## config.mk

```make
export PLATFORM = sky130hd
export DESIGN_NAME = pipe_stage_reg_flat
export DESIGN_NICKNAME = d
export VERILOG_FILES = /design/src/rtl/pipe_stage_reg_if.sv /design/src/rtl/pipe_stage_reg.sv /design/src/flat_wrapper.sv
export SDC_FILE = /design/constraint.sdc
export NUM_CORES = 1
export LEC_CHECK = 0
export CAP_MARGIN = 20
export CORE_MARGIN = 2
export CORE_UTILIZATION = 35
export DETAILED_ROUTE_END_ITERATION = 10
export DONT_BUFFER_PORTS = 1
export SLEW_MARGIN = 10
export SYNTH_ARGS = -nofsm -noshare
export SYNTH_HDL_FRONTEND = slang
export SYNTH_SLANG_ARGS = --single-unit
export TNS_END_PERCENT = 10
```

## constraint.sdc

```tcl
create_clock -name clk -period 1.6 [get_ports clk]
set_input_delay 0.16 -clock clk [delete_from_list [all_inputs] [get_ports clk]]
set_output_delay 0.16 -clock clk [all_outputs]
set_load 0.03 [all_outputs]
```

## src/rtl/pipe_stage_reg_if.sv

```systemverilog
// Valid/ready/data handshake bundle for one side of an elastic pipeline stage.
interface pipe_stage_reg_if #(
    parameter int DATA_W = 32
);
    logic              valid;
    logic              ready;
    logic [DATA_W-1:0] data;

    modport master (output valid, output data, input ready);
    modport slave  (input valid, input data, output ready);
endinterface

```

## src/rtl/pipe_stage_reg.sv

```systemverilog
// Elastic pipeline stage register: one or two entries, flush to a bubble
// payload, and a saturating back-pressure counter.
module pipe_stage_reg #(
    parameter int          DATA_W = 32,
    parameter logic [31:0] BUBBLE = 32'h0000_0013,
    parameter int          SKID   = 1,
    parameter int          CNT_W  = 16
) (
    input  logic             clk,
    input  logic             reset,
    input  logic             flush,
    pipe_stage_reg_if.slave  in_if,
    pipe_stage_reg_if.master out_if,
    output logic [1:0]       count,
    output logic [CNT_W-1:0] stall_cycles
);

    localparam logic [DATA_W-1:0] BUBBLE_D = DATA_W'(BUBBLE);

    typedef enum logic [1:0] {
        EMPTY = 2'd0,
        ONE   = 2'd1,
        TWO   = 2'd2
    } state_t;

    state_t            state;
    logic [DATA_W-1:0] main_q;
    logic              out_valid;
    logic              in_ready;
    logic              ix;
    logic              ox;

    assign out_valid    = (state != EMPTY);
    assign ix           = in_if.valid & in_ready;
    assign ox           = out_valid & out_if.ready;
    assign in_if.ready  = in_ready;
    assign out_if.valid = out_valid;
    assign out_if.data  = main_q;
    assign count        = state;

    generate
        if (SKID != 0) begin : g_skid
            logic [DATA_W-1:0] skid_q;
            logic              rdy_q;

            assign in_ready = rdy_q;

            // rdy_q is precomputed as "next state is not TWO" so in_ready
            // never depends combinationally on out_ready.
            always_ff @(posedge clk or negedge reset) begin
                if (!reset) begin
                    state  <= EMPTY;
                    main_q <= BUBBLE_D;
                    skid_q <= BUBBLE_D;
                    rdy_q  <= 1'b1;
                end else if (flush) begin
                    state  <= EMPTY;
                    main_q <= BUBBLE_D;
                    skid_q <= BUBBLE_D;
                    rdy_q  <= 1'b1;
                end else begin
                    case (state)
                        EMPTY: begin
                            if (ix) begin
                                main_q <= in_if.data;
                                state  <= ONE;
                            end
                        end
                        ONE: begin
                            if (ix && ox) begin
                                main_q <= in_if.data;
                            end else if (ix) begin
                                skid_q <= in_if.data;
                                state  <= TWO;
                                rdy_q  <= 1'b0;
                            end else if (ox) begin
                                main_q <= BUBBLE_D;
                                state  <= EMPTY;
                            end
                        end
                        TWO: begin
                            if (ox) begin
                                main_q <= skid_q;
                                skid_q <= BUBBLE_D;
                                state  <= ONE;
                                rdy_q  <= 1'b1;
                            end
                        end
                        default: begin
                            state  <= EMPTY;
                            main_q <= BUBBLE_D;
                            skid_q <= BUBBLE_D;
                            rdy_q  <= 1'b1;
                        end
                    endcase
                end
            end
        end else begin : g_noskid
            assign in_ready = ~out_valid | out_if.ready;

            always_ff @(posedge clk or negedge reset) begin
                if (!reset) begin
                    state  <= EMPTY;
                    main_q <= BUBBLE_D;
                end else if (flush) begin
                    state  <= EMPTY;
                    main_q <= BUBBLE_D;
                end else if (ix) begin
                    main_q <= in_if.data;
                    state  <= ONE;
                end else if (ox) begin
                    main_q <= BUBBLE_D;
                    state  <= EMPTY;
                end
            end
        end
    endgenerate

    // Survives flush on purpose so stalls around a redirect stay visible.
    always_ff @(posedge clk or negedge reset) begin
        if (!reset) begin
            stall_cycles <= '0;
        end else if (out_valid && !out_if.ready && (stall_cycles != {CNT_W{1'b1}})) begin
            stall_cycles <= stall_cycles + CNT_W'(1);
        end
    end

endmodule

```

## src/flat_wrapper.sv

```systemverilog
// flat-port wrapper written by rule: the top's interface ports become plain ports
module pipe_stage_reg_flat 
#(
    parameter int          DATA_W = 32,
    parameter logic [31:0] BUBBLE = 32'h0000_0013,
    parameter int          SKID   = 1,
    parameter int          CNT_W  = 16
)
  (clk, reset, flush, count, stall_cycles, in_if_valid, in_if_data, in_if_ready, out_if_valid, out_if_data, out_if_ready);
  pipe_stage_reg_if #(.DATA_W(DATA_W)) in_if_i ();
  pipe_stage_reg_if #(.DATA_W(DATA_W)) out_if_i ();
  input  logic clk;
  input  logic reset;
  input  logic flush;
  output logic [1:0] count;
  output logic [CNT_W-1:0] stall_cycles;
  input wire logic [$bits(in_if_i.valid)-1:0] in_if_valid;
  input wire logic [$bits(in_if_i.data)-1:0] in_if_data;
  output wire logic [$bits(in_if_i.ready)-1:0] in_if_ready;
  output wire logic [$bits(out_if_i.valid)-1:0] out_if_valid;
  output wire logic [$bits(out_if_i.data)-1:0] out_if_data;
  input wire logic [$bits(out_if_i.ready)-1:0] out_if_ready;
  assign in_if_i.valid = in_if_valid;
  assign in_if_i.data = in_if_data;
  assign in_if_ready = in_if_i.ready;
  assign out_if_valid = out_if_i.valid;
  assign out_if_data = out_if_i.data;
  assign out_if_i.ready = out_if_ready;
  pipe_stage_reg #(.DATA_W(DATA_W), .BUBBLE(BUBBLE), .SKID(SKID), .CNT_W(CNT_W)) u_core (.clk(clk), .reset(reset), .flush(flush), .in_if(in_if_i), .out_if(out_if_i), .count(count), .stall_cycles(stall_cycles));
endmodule
```

After elaboration in Yosys (flattened, before gate mapping)
Cells that the tools add are included.
{"block": "op_classes", "n_eq_ne": 11, "mux": 22, "bitwise_logic": 2, "n_reduce_logical": 9, "add_sub_neg": 1}
{"operator": "32-bit two-way mux", "n": 8}
{"operator": "32-bit one-hot mux with 3 select lines", "n": 2}
{"operator": "16-bit by 1-bit adder with 16-bit output (second input constant)", "n": 1}
{"operator": "16-bit inequality test (second input constant)", "n": 1}
{"operator": "2-bit two-way mux", "n": 6}
{"operator": "4-bit AND reduction", "n": 3}
{"operator": "3-bit by 2-bit inequality test with 1-bit output (second input constant)", "n": 3}
{"operator": "4-bit by 2-bit inequality test with 1-bit output (second input constant)", "n": 2}
{"operator": "2-bit one-hot mux with 3 select lines", "n": 1}
{"operator": "1-bit two-way mux", "n": 4}
{"operator": "4-bit inequality test (second input constant)", "n": 1}
{"operator": "1-bit logical AND", "n": 3}
{"operator": "3-bit inequality test (second input constant)", "n": 1}
{"operator": "1-bit one-hot mux with 3 select lines", "n": 1}
{"operator": "1-bit bitwise AND", "n": 2}
{"operator": "2-bit by 1-bit equality test with 1-bit output (second input constant)", "n": 1}
{"operator": "2-bit equality test (second input constant)", "n": 1}
{"operator": "2-bit logical NOT", "n": 1}
{"operator": "2-bit inequality test (second input constant)", "n": 1}
{"operator": "2-bit nonzero test", "n": 1}
{"operator": "1-bit logical NOT", "n": 1}
{"block": "totals", "elab_cells": 50, "out_inout_bits": 52, "regBits": 83}

Depth between registers and ports, before layout
{"block": "depth", "word_depth": 7, "depth_mapped": 6, "ltp_nobuf": 5}

Worst setup path after synthesis
OpenSTA, ideal clock, no wires.
{"block": "synth_timing", "path_kind": "register to register", "start": "reg u_core.stall_cycles[0]", "end": "reg u_core.stall_cycles[1]", "path_slack_ns": -0.247, "path_buffers": 0, "t_required_ns": 1.475, "t_arrival_ns": 1.722, "path_stages_with_launch": 6, "cell_sequence": "dfrtp_1 -> ha_1 -> nand3_1 -> nor3_1 -> a21oi_1 -> mux2_2"}
{"block": "synth_via", "elab_chain_len": 2}
{"element": "start: declaration", "line_no": "pipe_stage_reg.sv:15", "source": "output logic [CNT_W-1:0] stall_cycles"}
{"element": "start signal: assignment", "line_no": "pipe_stage_reg.sv:124", "source": "stall_cycles <= stall_cycles + CNT_W'(1);"}
{"element": "parallel branches: the longest is 2 deep, another holds 16-bit by 1-bit adder with 16-bit output"}
Parallel ways; which one is timed is not known.
A chain may end at the register's enable or synchronous reset.

Worst setup path in the final report
{"block": "layout_timing", "start": "reg u_core.stall_cycles[10]", "end": "reg u_core.stall_cycles[1]"}
{"block": "layout_via", "elab_chain_len": 2}
{"element": "16-bit inequality test", "line_no": "pipe_stage_reg.sv:123", "source": "end else if (out_valid && !out_if.ready && (stall_cycles != {CNT_W{1'b1}})) begin"}
{"element": "1-bit logical AND", "line_no": "pipe_stage_reg.sv:123"}
Every way passes these cells.

==> flow_summary.toml <==
[run_status]
status = "finished with violations"
violations = "hold timing"

[final_layout]
layout.nets = 427
antenna_cells = 0
area_delta_synth_final_pct = 27.2
fin_cells = 533
layout-drive-gt1-share_pct = 22.1
fin_area_sq_mm = 0.00485
final_util_pct = 45.1

[clocking]
ctsLongestPathBuffers = 2
cts-root-buf = "clkbuf_8"
path_clk_slew_ps = 90
htreeDepth = 3
cts_setup_buffers = 0
worstSkewPairLatency_ps = 350
clock-sinks = 83
cts_tree = "done"
cts_made_buffers = 9

[synth]
synth_edf_count = 0
yosys.area.top_type = "dfrtp_1"
yosys_warnings = 0
syn-cell-area_sq_mm = 0.00381
syn_area_per_cell_sq_um = 11.6
synth-main-ff-cell = "dfrtp_1"
synth_compound_area_share_pct = 21.7
ys_ff_latch = 83
synth_top_family_by_area = "compound AO/OA/AOI/OAI gates"
synthDistinctLibCells = 45
synth_top_area_share_pct = 49.9
synth_fa_ha_area_share_pct = 0.329
async_flop_share_pct = 100
yosysSeqAreaShare_pct = 54.8
synth_commonest_cells = "dfrtp_1, a22oi_1, o2bb2ai_1, nand2_1, inv_1"
synth_mux_area_share_pct = 5.68
synthesis.nets = 365
synthCells = 327
synth_area_leaders = "dfrtp_1, a22oi_1, o2bb2ai_1, dfstp_2, mux2i_1"
synth_xor_area_share_pct = 2.99
synth-simple-area-share_pct = 9.33
synth.most_common_cell = "dfrtp_1"

[floorplanning]
die_w_um = 108
die_h_um = 108
start_util_pct = 35.4
rows = 38
core_sq_mm = 0.0107
io_pins = 89
dieArea_sq_mm = 0.0117

[global_route]
gr-total-overflow = 0
grt_max_degree = 84
gr-usage-all-layers_pct = 17.0
grt_pass1_vias = 3097
grt_pass1_wl_um = 15500
antenna_found_initial = 0

[drt]
viasPerCell = 5.43
drcViolationCount = 0
antenna_left = 0
vias = 2895
wl_um = 9620
first_pass_iters = 4
drt_iter0_drc = 282
routedWlPerCell_um = 18.0

[timing]
finalCriticalPeriod_ps = 1600
slew_headroom_pct = 69.4
fin_hold_ws_ps = -500
fmax_mhz = 627
hold_violations = 83
setup_tns_ps = 0
fin_ws_ps = 4.35
period_share_pct = 99.7
setup_viol = 0
worst_clock_skew_ps = 7.95
worst_pin_slew_ps = 458
slew_violations = 0
rsz0062_at_grt = "true"

[hold_path]
hp-class = "input pin to asynchronous set/reset pin"

[placement]
place_congestion = 0.737
io_buffers = 0
dpl.hpwl_um = 6240
place_area_sq_mm = 0.00427
pre_cts_slack_ps = -72.6
post-place-cells = 485

[power_and_ir_drop]
ir_worst_vdd_mv = 0.496
p_leak_nw = 2.13
power_density_mw_per_mm2 = 1100
p_total_mw = 5.33

[critical_path]
crit_required_ps = 1830
crit_arrival_ps = 1830
worstSetupStartpointType = "register"
crit_path_end_kind = "register"
worstSetupPathType = "register to register"
reg2reg_slack_ps = 4
path_max_fanout = 5

[run]
cap_violations = 0
==> worst max-delay path: stages (launching register included) <==
cell     delay (ps)
dfrtp_2         410
and4_1          260
and3_2          270
a21oi_2         190
mux2_2          360
==> final cells by class <==
type | instances | area, sq um
clock buffer | 10 | 128
clock inverter | 5 | 103
fill | 1012 | 5900
inverter | 19 | 71.3
multi-input combinational | 203 | 1550
sequential | 83 | 2090
tap | 140 | 175
timing repair buffer | 73 | 722
==> cell families after synthesis <==
group / after synthesis
buffers and inverters: 41
muxes: 21
AOI/OAI and AO/OA: 101
DFF: 83
adders and majority gates: 1
xor gates and xnor gates: 13
and+or+nand+nor: 67
==> cells in the final DEF, fill, tap and decap left out, types with 2 or more instances in the layout <==
master	instances
xnor2_1	9
mux2i_1	16
a22o_1	14
dlygate4sd3_1	33
nand3_1	6
a21oi_1	2
buf_4	32
nand4_1	8
and4_1	2
buf_12	7
inv_1	19
o2bb2ai_1	29
bufinv_16	3
a22oi_1	36
dfstp_2	7
mux2_2	5
nand2b_1	7
a31oi_1	2
nand2_1	22
dfrtp_2	6
dfrtp_1	70
a21oi_2	2
and3_1	3
clkbuf_8	9
o211ai_1	3
nor2_1	9
xor2_1	4
==> flip-flops by register name (all words and copies together) (netlist names) <==
signal / flops
u_core.out_if.data: 32
u_core.count: 2
u_core.in_if.ready: 1
u_core.stall_cycles: 16
u_core.g_skid.skid_q: 32
==> timing repair <==
| action | CTS | global route |
|---|---|---|
| endpoints found under the setup margin | 18 | 7 |
| endpoints found under the hold margin | 116 | 85 |
| hold buffers | 31 | 2 |
| resized for setup | 2 | 3 |
| pin swaps | 0 | 2 |
| gates cloned | 0 | 0 |
==> final timing paths <==
path | start | cells after the start | endpoint
worst max-delay path | u_core.stall_cycles[10] | 4 | u_core.stall_cycles[1]
worst min-delay path | reset | 0 | u_core.g_skid.skid_q[31]
worst max register to register | u_core.stall_cycles[10] | 4 | u_core.stall_cycles[1]
worst min register to register | u_core.g_skid.skid_q[2] | 1 | u_core.g_skid.skid_q[2]
max in group asynchronous | reset | 0 | u_core.in_if.ready
min in group clk | in_if_data[15] | 2 | u_core.out_if.data[15]
==> power breakdown <==
group,internal (mW),switching (mW)
logic,0.433,0.531
registers,2.28,0.302
clock network,1.03,0.753
==> routing by layer <==
metal / track usage (%) / wire, um / up-vias
met3: 6.09 / 729 / 10
met2: 27.4 / 4690 / 90
met5: 0 / 0 / -
met1: 21.4 / 4100 / 1455
met4: 5.40 / 102 / 0
li1: - / - / 1340
No activity file was read; power rests on OpenSTA's default activity.
